===== config.mk =====
export PLATFORM = sky130hd
export DESIGN_NAME = branch_update_queue
export DESIGN_NICKNAME = d
export VERILOG_FILES = /design/src/rtl/bpb_pkg.sv /design/src/rtl/bpb_sync_fifo.sv /design/src/rtl/branch_update_queue.sv
export SDC_FILE = /design/constraint.sdc
export NUM_CORES = 1
export LEC_CHECK = 0
export BUFFER_PORTS_ARGS = -buffer_cell sky130_fd_sc_hd__buf_2
export CAP_MARGIN = 20
export CORE_UTILIZATION = 55
export CTS_CLUSTER_SIZE = 8
export DETAILED_ROUTE_END_ITERATION = 8
export PLACE_DENSITY = 0.78
export SLEW_MARGIN = 20
export SYNTH_ARGS = -nofsm -noshare
export SYNTH_HDL_FRONTEND = slang
export SYNTH_SLANG_ARGS = --single-unit
export TNS_END_PERCENT = 10

===== constraint.sdc =====
create_clock -name clock -period 4.8 [get_ports clock]
set_clock_uncertainty 0.05 [all_clocks]
set_input_delay 0.24 -clock clock [delete_from_list [all_inputs] [get_ports clock]]
set_output_delay 0.24 -clock clock [all_outputs]
set_load 0.03 [all_outputs]

===== src/rtl/bpb_pkg.sv =====
// -----------------------------------------------------------------------------
// bpb_pkg
// Shared definitions for the branch prediction buffer, the branch resolution
// stage and the update queue between them.
//   BPB_ADDR_W   : default predictor line address width
//   BPB_OFFSET_W : default entry-within-line (bank select) width
//   bpb_update_t : one predictor update {addr, offset, taken}
// -----------------------------------------------------------------------------
package bpb_pkg;

    localparam int BPB_ADDR_W   = 2;
    localparam int BPB_OFFSET_W = 2;

    typedef struct packed {
        logic [BPB_ADDR_W-1:0]   addr;
        logic [BPB_OFFSET_W-1:0] offset;
        logic                    taken;
    } bpb_update_t;

endpackage


===== src/rtl/bpb_sync_fifo.sv =====
// -----------------------------------------------------------------------------
// bpb_sync_fifo
// Generic synchronous FIFO of bpb_update_t entries.
// Ports:
//   clock, reset       : rising-edge clock, asynchronous active-high reset
//   push, push_data    : write push_data at the tail (ignored while full)
//   pop                : advance the head (ignored while empty)
//   pop_data           : current head entry (valid while !empty)
//   full, empty, count : status derived from the registered pointers
// -----------------------------------------------------------------------------
module bpb_sync_fifo
    import bpb_pkg::*;
#(
    parameter int DEPTH = 4
) (
    input  logic                     clock,
    input  logic                     reset,
    input  logic                     push,
    input  bpb_update_t              push_data,
    input  logic                     pop,
    output bpb_update_t              pop_data,
    output logic                     full,
    output logic                     empty,
    output logic [$clog2(DEPTH):0]   count
);

    localparam int PTR_W = $clog2(DEPTH);

    // Pointers carry one extra wrap bit so full and empty are distinguishable
    // when the index bits match.
    logic [PTR_W:0] wr_ptr;
    logic [PTR_W:0] rd_ptr;
    bpb_update_t    mem [DEPTH];

    logic do_push;
    logic do_pop;

    assign do_push = push && !full;
    assign do_pop  = pop && !empty;

    assign empty    = (wr_ptr == rd_ptr);
    assign full     = (wr_ptr[PTR_W] != rd_ptr[PTR_W]) &&
                      (wr_ptr[PTR_W-1:0] == rd_ptr[PTR_W-1:0]);
    assign count    = wr_ptr - rd_ptr;
    assign pop_data = mem[rd_ptr[PTR_W-1:0]];

    always_ff @(posedge clock or posedge reset) begin
        if (reset) begin
            wr_ptr <= '0;
            rd_ptr <= '0;
        end else begin
            if (do_push) begin
                wr_ptr <= wr_ptr + (PTR_W+1)'(1);
            end
            if (do_pop) begin
                rd_ptr <= rd_ptr + (PTR_W+1)'(1);
            end
        end
    end

    // Storage needs no reset: resetting the pointers discards every entry.
    always_ff @(posedge clock) begin
        if (do_push) begin
            mem[wr_ptr[PTR_W-1:0]] <= push_data;
        end
    end

endmodule


===== src/rtl/branch_update_queue.sv =====
// -----------------------------------------------------------------------------
// branch_update_queue
// Buffers resolved-branch outcomes and drains them one per cycle onto the
// branch prediction buffer update port; flags and counts mispredictions.
// Ports:
//   clock, reset          : rising-edge clock, asynchronous active-high reset
//   res_valid/res_ready   : outcome handshake (res_ready = !full)
//   res_addr/res_offset   : predictor line and bank of the resolved branch
//   res_taken             : actual outcome
//   res_predicted         : prediction used for this branch
//   upd_block             : holds off draining while high
//   update                : one-cycle update strobe
//   branch_result, buffer_addr, buffer_offset : update payload (held when idle)
//   mispredict            : one-cycle pulse per accepted mispredicted branch
//   mispredict_count      : saturating mispredict count
//   occupancy             : entries currently queued
//   overflow              : sticky, an offer arrived while full
// Widths ADDR_W/OFFSET_W must match the bpb_pkg defaults used by bpb_update_t.
// -----------------------------------------------------------------------------
module branch_update_queue
    import bpb_pkg::*;
#(
    parameter int QUEUE_DEPTH = 4,
    parameter int ADDR_W      = BPB_ADDR_W,
    parameter int OFFSET_W    = BPB_OFFSET_W,
    parameter int CNT_W       = 8
) (
    input  logic                             clock,
    input  logic                             reset,
    input  logic                             res_valid,
    output logic                             res_ready,
    input  logic [ADDR_W-1:0]                res_addr,
    input  logic [OFFSET_W-1:0]              res_offset,
    input  logic                             res_taken,
    input  logic                             res_predicted,
    input  logic                             upd_block,
    output logic                             update,
    output logic                             branch_result,
    output logic [ADDR_W-1:0]                buffer_addr,
    output logic [OFFSET_W-1:0]              buffer_offset,
    output logic                             mispredict,
    output logic [CNT_W-1:0]                 mispredict_count,
    output logic [$clog2(QUEUE_DEPTH+1)-1:0] occupancy,
    output logic                             overflow
);

    bpb_update_t push_data;
    bpb_update_t head;
    logic        fifo_full;
    logic        fifo_empty;
    logic        accept;
    logic        pop;
    logic        misp_accept;

    // Ready comes only from registered state, so a full queue refuses an
    // offer even in the cycle it also drains.
    assign res_ready   = !fifo_full;
    assign accept      = res_valid && !fifo_full;
    assign pop         = !fifo_empty && !upd_block;
    assign misp_accept = accept && (res_taken != res_predicted);

    assign push_data = '{addr: res_addr, offset: res_offset, taken: res_taken};

    bpb_sync_fifo #(
        .DEPTH (QUEUE_DEPTH)
    ) u_fifo (
        .clock     (clock),
        .reset     (reset),
        .push      (accept),
        .push_data (push_data),
        .pop       (pop),
        .pop_data  (head),
        .full      (fifo_full),
        .empty     (fifo_empty),
        .count     (occupancy)
    );

    // Payload registers keep the last update when nothing is popped.
    always_ff @(posedge clock or posedge reset) begin
        if (reset) begin
            update        <= 1'b0;
            branch_result <= 1'b0;
            buffer_addr   <= '0;
            buffer_offset <= '0;
        end else begin
            update <= pop;
            if (pop) begin
                branch_result <= head.taken;
                buffer_addr   <= head.addr;
                buffer_offset <= head.offset;
            end
        end
    end

    always_ff @(posedge clock or posedge reset) begin
        if (reset) begin
            mispredict       <= 1'b0;
            mispredict_count <= '0;
            overflow         <= 1'b0;
        end else begin
            mispredict <= misp_accept;
            if (misp_accept && (mispredict_count != {CNT_W{1'b1}})) begin
                mispredict_count <= mispredict_count + CNT_W'(1);
            end
            if (res_valid && fifo_full) begin
                overflow <= 1'b1;
            end
        end
    end

endmodule


* After elaboration in Yosys (flattened, before gate mapping)
Memories as Yosys holds them, arrays and structs flattened. A register that Yosys moved wholly into a read port is not among the register bits.
Index checks and enable logic that the tools add are counted.
** Word-level totals
- Register bits :: 17
- Memory bits (writable) :: 20
- Output and inout bits :: 20
- Memories :: 1
** Memories
- u_fifo.mem :: words 4, width 5, read ports 1, clocked after Yosys merged registers in 1, wr ports 1, line bpb_sync_fifo.sv:33 : bpb_update_t mem [DEPTH];
** Cells by class
- $add $sub $neg :: 4
- Eq/ne operators :: 5
- Multiplexer cells :: 2
- Reduce and logical (&&, ||, !) cells :: 11
** Operators by type and width (count)
- $add A8 B1 Y8 const B :: 1
- $logic_and A1 B1 Y1 :: 8
- $ne A8 B8 Y1 const B :: 1
- $add A3 B1 Y3 const B :: 2
- $eq A3 B3 Y1 :: 1
- $logic_not A1 Y1 :: 3
- $sub A3 B3 Y3 :: 1
- $eq A2 B2 Y1 :: 1
- $mux W1 :: 2
- $ne A1 B1 Y1 :: 2

* Longest topological paths before layout
- Word-level depth :: 7
- Mapped depth :: 7
- Mapped depth without buffers :: 7

* By module
A second synthesis with hierarchy kept.
** Second synthesis, totals
- Cells, all modules :: 127
- Area, all modules :: 1881.8 µm²
** Modules (own cells, without submodules)
- bpb_sync_fifo :: times used 1, cells an instance 71, area an instance 1184.9 µm², seq. area each 750.7 µm²
- branch_update_queue :: times used 1, cells an instance 56, area an instance 696.9 µm², seq. area each 400.4 µm²

* Least setup slack after synthesis
OpenSTA, ideal clock, no wires.
- Path type :: register to output
- Start :: reg u_fifo.wr_ptr[0]
- End :: out occupancy[2]
- Arrival :: 1.606 ns
- Data required time :: 4.510 ns
- Slack :: 2.904 ns
- Cell stages (with the launch flop) :: 6
- Path through :: dfrtp_1 -> inv_1 -> ha_1 -> inv_1 -> fa_1 -> xnor2_1
** Between the ends
- Word-level cells in the longest chain between the ends :: 1
** Ends and longest elaborated chain
- from (decl) :: line bpb_sync_fifo.sv:31 : logic [PTR_W:0] wr_ptr;
- from (signal assigned) :: line bpb_sync_fifo.sv:53 : wr_ptr <= wr_ptr + (PTR_W+1)'(1);
- $sub A3 B3 Y3 :: line bpb_sync_fifo.sv:44 : assign count = wr_ptr - rd_ptr;
- to (decl) :: line branch_update_queue.sv:43 : output logic [$clog2(QUEUE_DEPTH+1)-1:0] occupancy,
Every way passes these cells.

* Final worst setup path
- Start :: reg u_fifo.rd_ptr[0]
- End :: out occupancy[2]
** Between the ends
- Word-level cells in the longest chain between the ends :: 1
** Ends and longest elaborated chain
- from (decl) :: line bpb_sync_fifo.sv:32 : logic [PTR_W:0] rd_ptr;
- from (signal assigned) :: line bpb_sync_fifo.sv:56 : rd_ptr <= rd_ptr + (PTR_W+1)'(1);
- $sub A3 B3 Y3 :: line bpb_sync_fifo.sv:44
Every way passes these cells.

==> impl_metrics.tcl <==
set metrics [dict create \
    io_pins 30 \
    comb_power_share 0.472 \
    hp-class "primary input to asynchronous set/reset pin" \
    num_rows 20 \
    cp.arrival_ps 2010 \
    final_area_um2 2100 \
    grt_pass1_wl_um 5060 \
    p_total_mw 1.52 \
    synthArstFlopShare 0.524 \
    timing.rr.start "u_fifo.rd_ptr[0]" \
    pwr-share-clk 0.129 \
    ys_seq_area_frac 0.629 \
    max_slew_margin 0.440 \
    overflow 0 \
    area_delta_synth_final_pct 14.6 \
    p_int_uw 861 \
    routed_wl_um 3180 \
    cts.clk_slew.worst_paths_ps 120 \
    yosysWarningCount 0 \
    met1_usage 0.281 \
    timing.final.crit_share 0.480 \
    cp-start-kind "flop" \
    grt_use_met2 0.322 \
    power_switching_uw 662 \
    cp_slowest_stage_delay_ps 630 \
    cts_sinks 42 \
    die_w_um 59.7 \
    cts.repair.resized 0 \
    design.die.area_um2 3560 \
    drive_above_1_share 0.340 \
    hold_viol 15 \
    worst-path-stages 5 \
    port_buffers 29 \
    crit_family "flip-flops" \
    period_needed_ps 2300 \
    grt_max_degree 23 \
    grt-busiest-layer "met2" \
    dpl_worst_slack_ps 2700 \
    place_hpwl_um 2350 \
    place_congestion 0.833 \
    placed_cell_area_um2 2030 \
    synth_area_um2 1830 \
    synth_cell_type_count 28 \
    drtIter0Drc 38 \
    antenna_found_initial 0 \
    insertion_delay_ps 340 \
    setup_viol 0 \
    drc_errors 0 \
    viasPerCell 5.35 \
    initial_core_util 0.590 \
    fmax_ghz 0.434 \
    cp_max_fo 8 \
    maxCapViolCount 0 \
    track_usage 0.211 \
    hold_buffers 0 \
    num_vias 1053 \
    diodes 0 \
    critical_path_class "flop to output pin" \
    ant_nets 0 \
    status "finished, violations left" \
    wl_per_cell_um 16.1 \
    synthTopCellsByCount "22 x dfrtp_1, 20 x edfxtp_1, 9 x xor2_1" \
    synth_area_leaders "edfxtp_1 33%, dfrtp_1 30%, mux4_2 6.2%" \
    rsz0062_at_grt "no" \
    required_ps 4510 \
    coreArea_um2 3100 \
    synth-seq-cells 42 \
    path_cells "ha_1 > inv_1 > fa_1 > xnor2_1 > buf_2" \
    ctsRootBufferMaster "clkbuf_4" \
    tns_ps 0 \
    synth_fp_nets 136 \
    pwr_density_cell_nw_per_um2 726 \
    tightest_slew_ps 839 \
    h-tree-depth 2 \
    grt_pass1_vias 1003 \
    use_met3 0.0714 \
    synthFlopType "dfrtp_1" \
    fin_util 0.676 \
    vdd_drop_max_mv 0.698 \
    cp-startpoint "u_fifo.rd_ptr[0]" \
    fin_nets 171 \
    dr.pass1.iters 4 \
    switching_share 0.434 \
    timing.final.ws_setup_ps 2500 \
    yosysMostFrequentCell "dfrtp_1" \
    violations "hold timing" \
    holdWs_ps -8.97 \
    avgSynthCellArea_um2 15.6 \
    ctsLongestPathBuffers 2 \
    cts_buffers 5 \
    cts_tree "yes" \
    fillerInstances 241 \
    leakage_nw 0.894 \
    crit_path_end_kind "output pin" \
    synth.top_cell.area_share 0.328 \
    die_h_um 59.7 \
    numPlacedInstances 189 \
    postCtsSetupRepairBufs 0 \
    cp_num_buf_inv 2 \
    final_cells 197 \
    synth_edf_count 20 \
    power_frac_seq 0.398 \
    reg2regPathDepth 3 \
    synth_cells 117 \
    slowest_stage "dfrtp_1" \
    synth_top_area_cell "edfxtp_1" \
    slew_violations 0 \
]
state kept, by name (all words and copies together) (netlist names):
| signal | cells |
|---|---|
| branch_result | 1 |
| buffer_addr | 2 |
| buffer_offset | 2 |
| mispredict | 1 |
| mispredict_count | 8 |
| overflow | 1 |
| u_fifo.mem | 20 |
| u_fifo.rd_ptr | 3 |
| u_fifo.wr_ptr | 3 |
| update | 1 |
cell usage in the layout (no fill, tap or decap), drive strengths merged:
cell type and instances:
nand2 6, xor2 9, a21oi 3, nor4b 1
nor2 3, nand4 1, ha 8, inv 8
mux2 6, xnor2 4, o211ai 1, nor4 3
dfrtp 22, fa 1, clkbuf 8, buf 29
mux4 5, o21bai 1, and2 4, edfxtp 20
nand3 4, o21ai 2, nor3 1, a31oi 3
logic make-up after synthesis:
logic type | after synthesis | synth area share
AOI/OAI and AO/OA | 10 | 0.0513
xor gates and xnor gates | 13 | 0.0663
adders and majority gates | 9 | 0.0656
buffers and inverters | 9 | 0.0185
DFF | 42 | 0.629
muxes | 11 | 0.100
and+or+nand+nor | 23 | 0.0690
per-layer routing:
| layer | share of wire | vias to the layer above |
|---|---|---|
| met3 | 0.059 | 7 |
| met5 | 0 | - |
| li1 | - | 496 |
| met4 | 0.015 | 0 |
| met1 | 0.43 | 510 |
| met2 | 0.49 | 40 |
worst reg2reg max path, delay by kind of cell (launching register included):
kind	cells	cell delay [ps]
adder cells (fa/ha/maj)	1	400
AO/OA/AOI/OAI	1	370
AND/OR/NAND/NOR	1	340
flip-flops	1	630
worst paths after layout:
kind	to	slack, ps
max	occupancy[2]	2500
min	buffer_offset[0]	-9
max reg2reg	u_fifo.mem[3][0]	2700
min reg2reg	overflow	430
max in group asynchronous	u_fifo.wr_ptr[0]	4180
min in group clock	u_fifo.mem[1][4]	60
power groups by stage:
stage                     sequential [mW]  combinational, mW  clock, mW
after global placement              0.606              0.710          0
after floorplan                     0.692              0.466          0
after global routing                0.626              0.788      0.214
final                               0.607              0.719      0.197
after detailed placement            0.617              0.720          0
after CTS                           0.608              0.727      0.202
cell type report:
type	count	area [µm²]	share of cell area
Sequential cell	42	1150	0.549
Clock buffer	8	70.1	0.0334
Tap cell	44	55.1	0.0263
Timing Repair Buffer	29	145	0.0692
Multi-Input combinational cell	66	646	0.308
Inverter	8	30.0	0.0143
No activity file was read; power rests on OpenSTA's default activity.
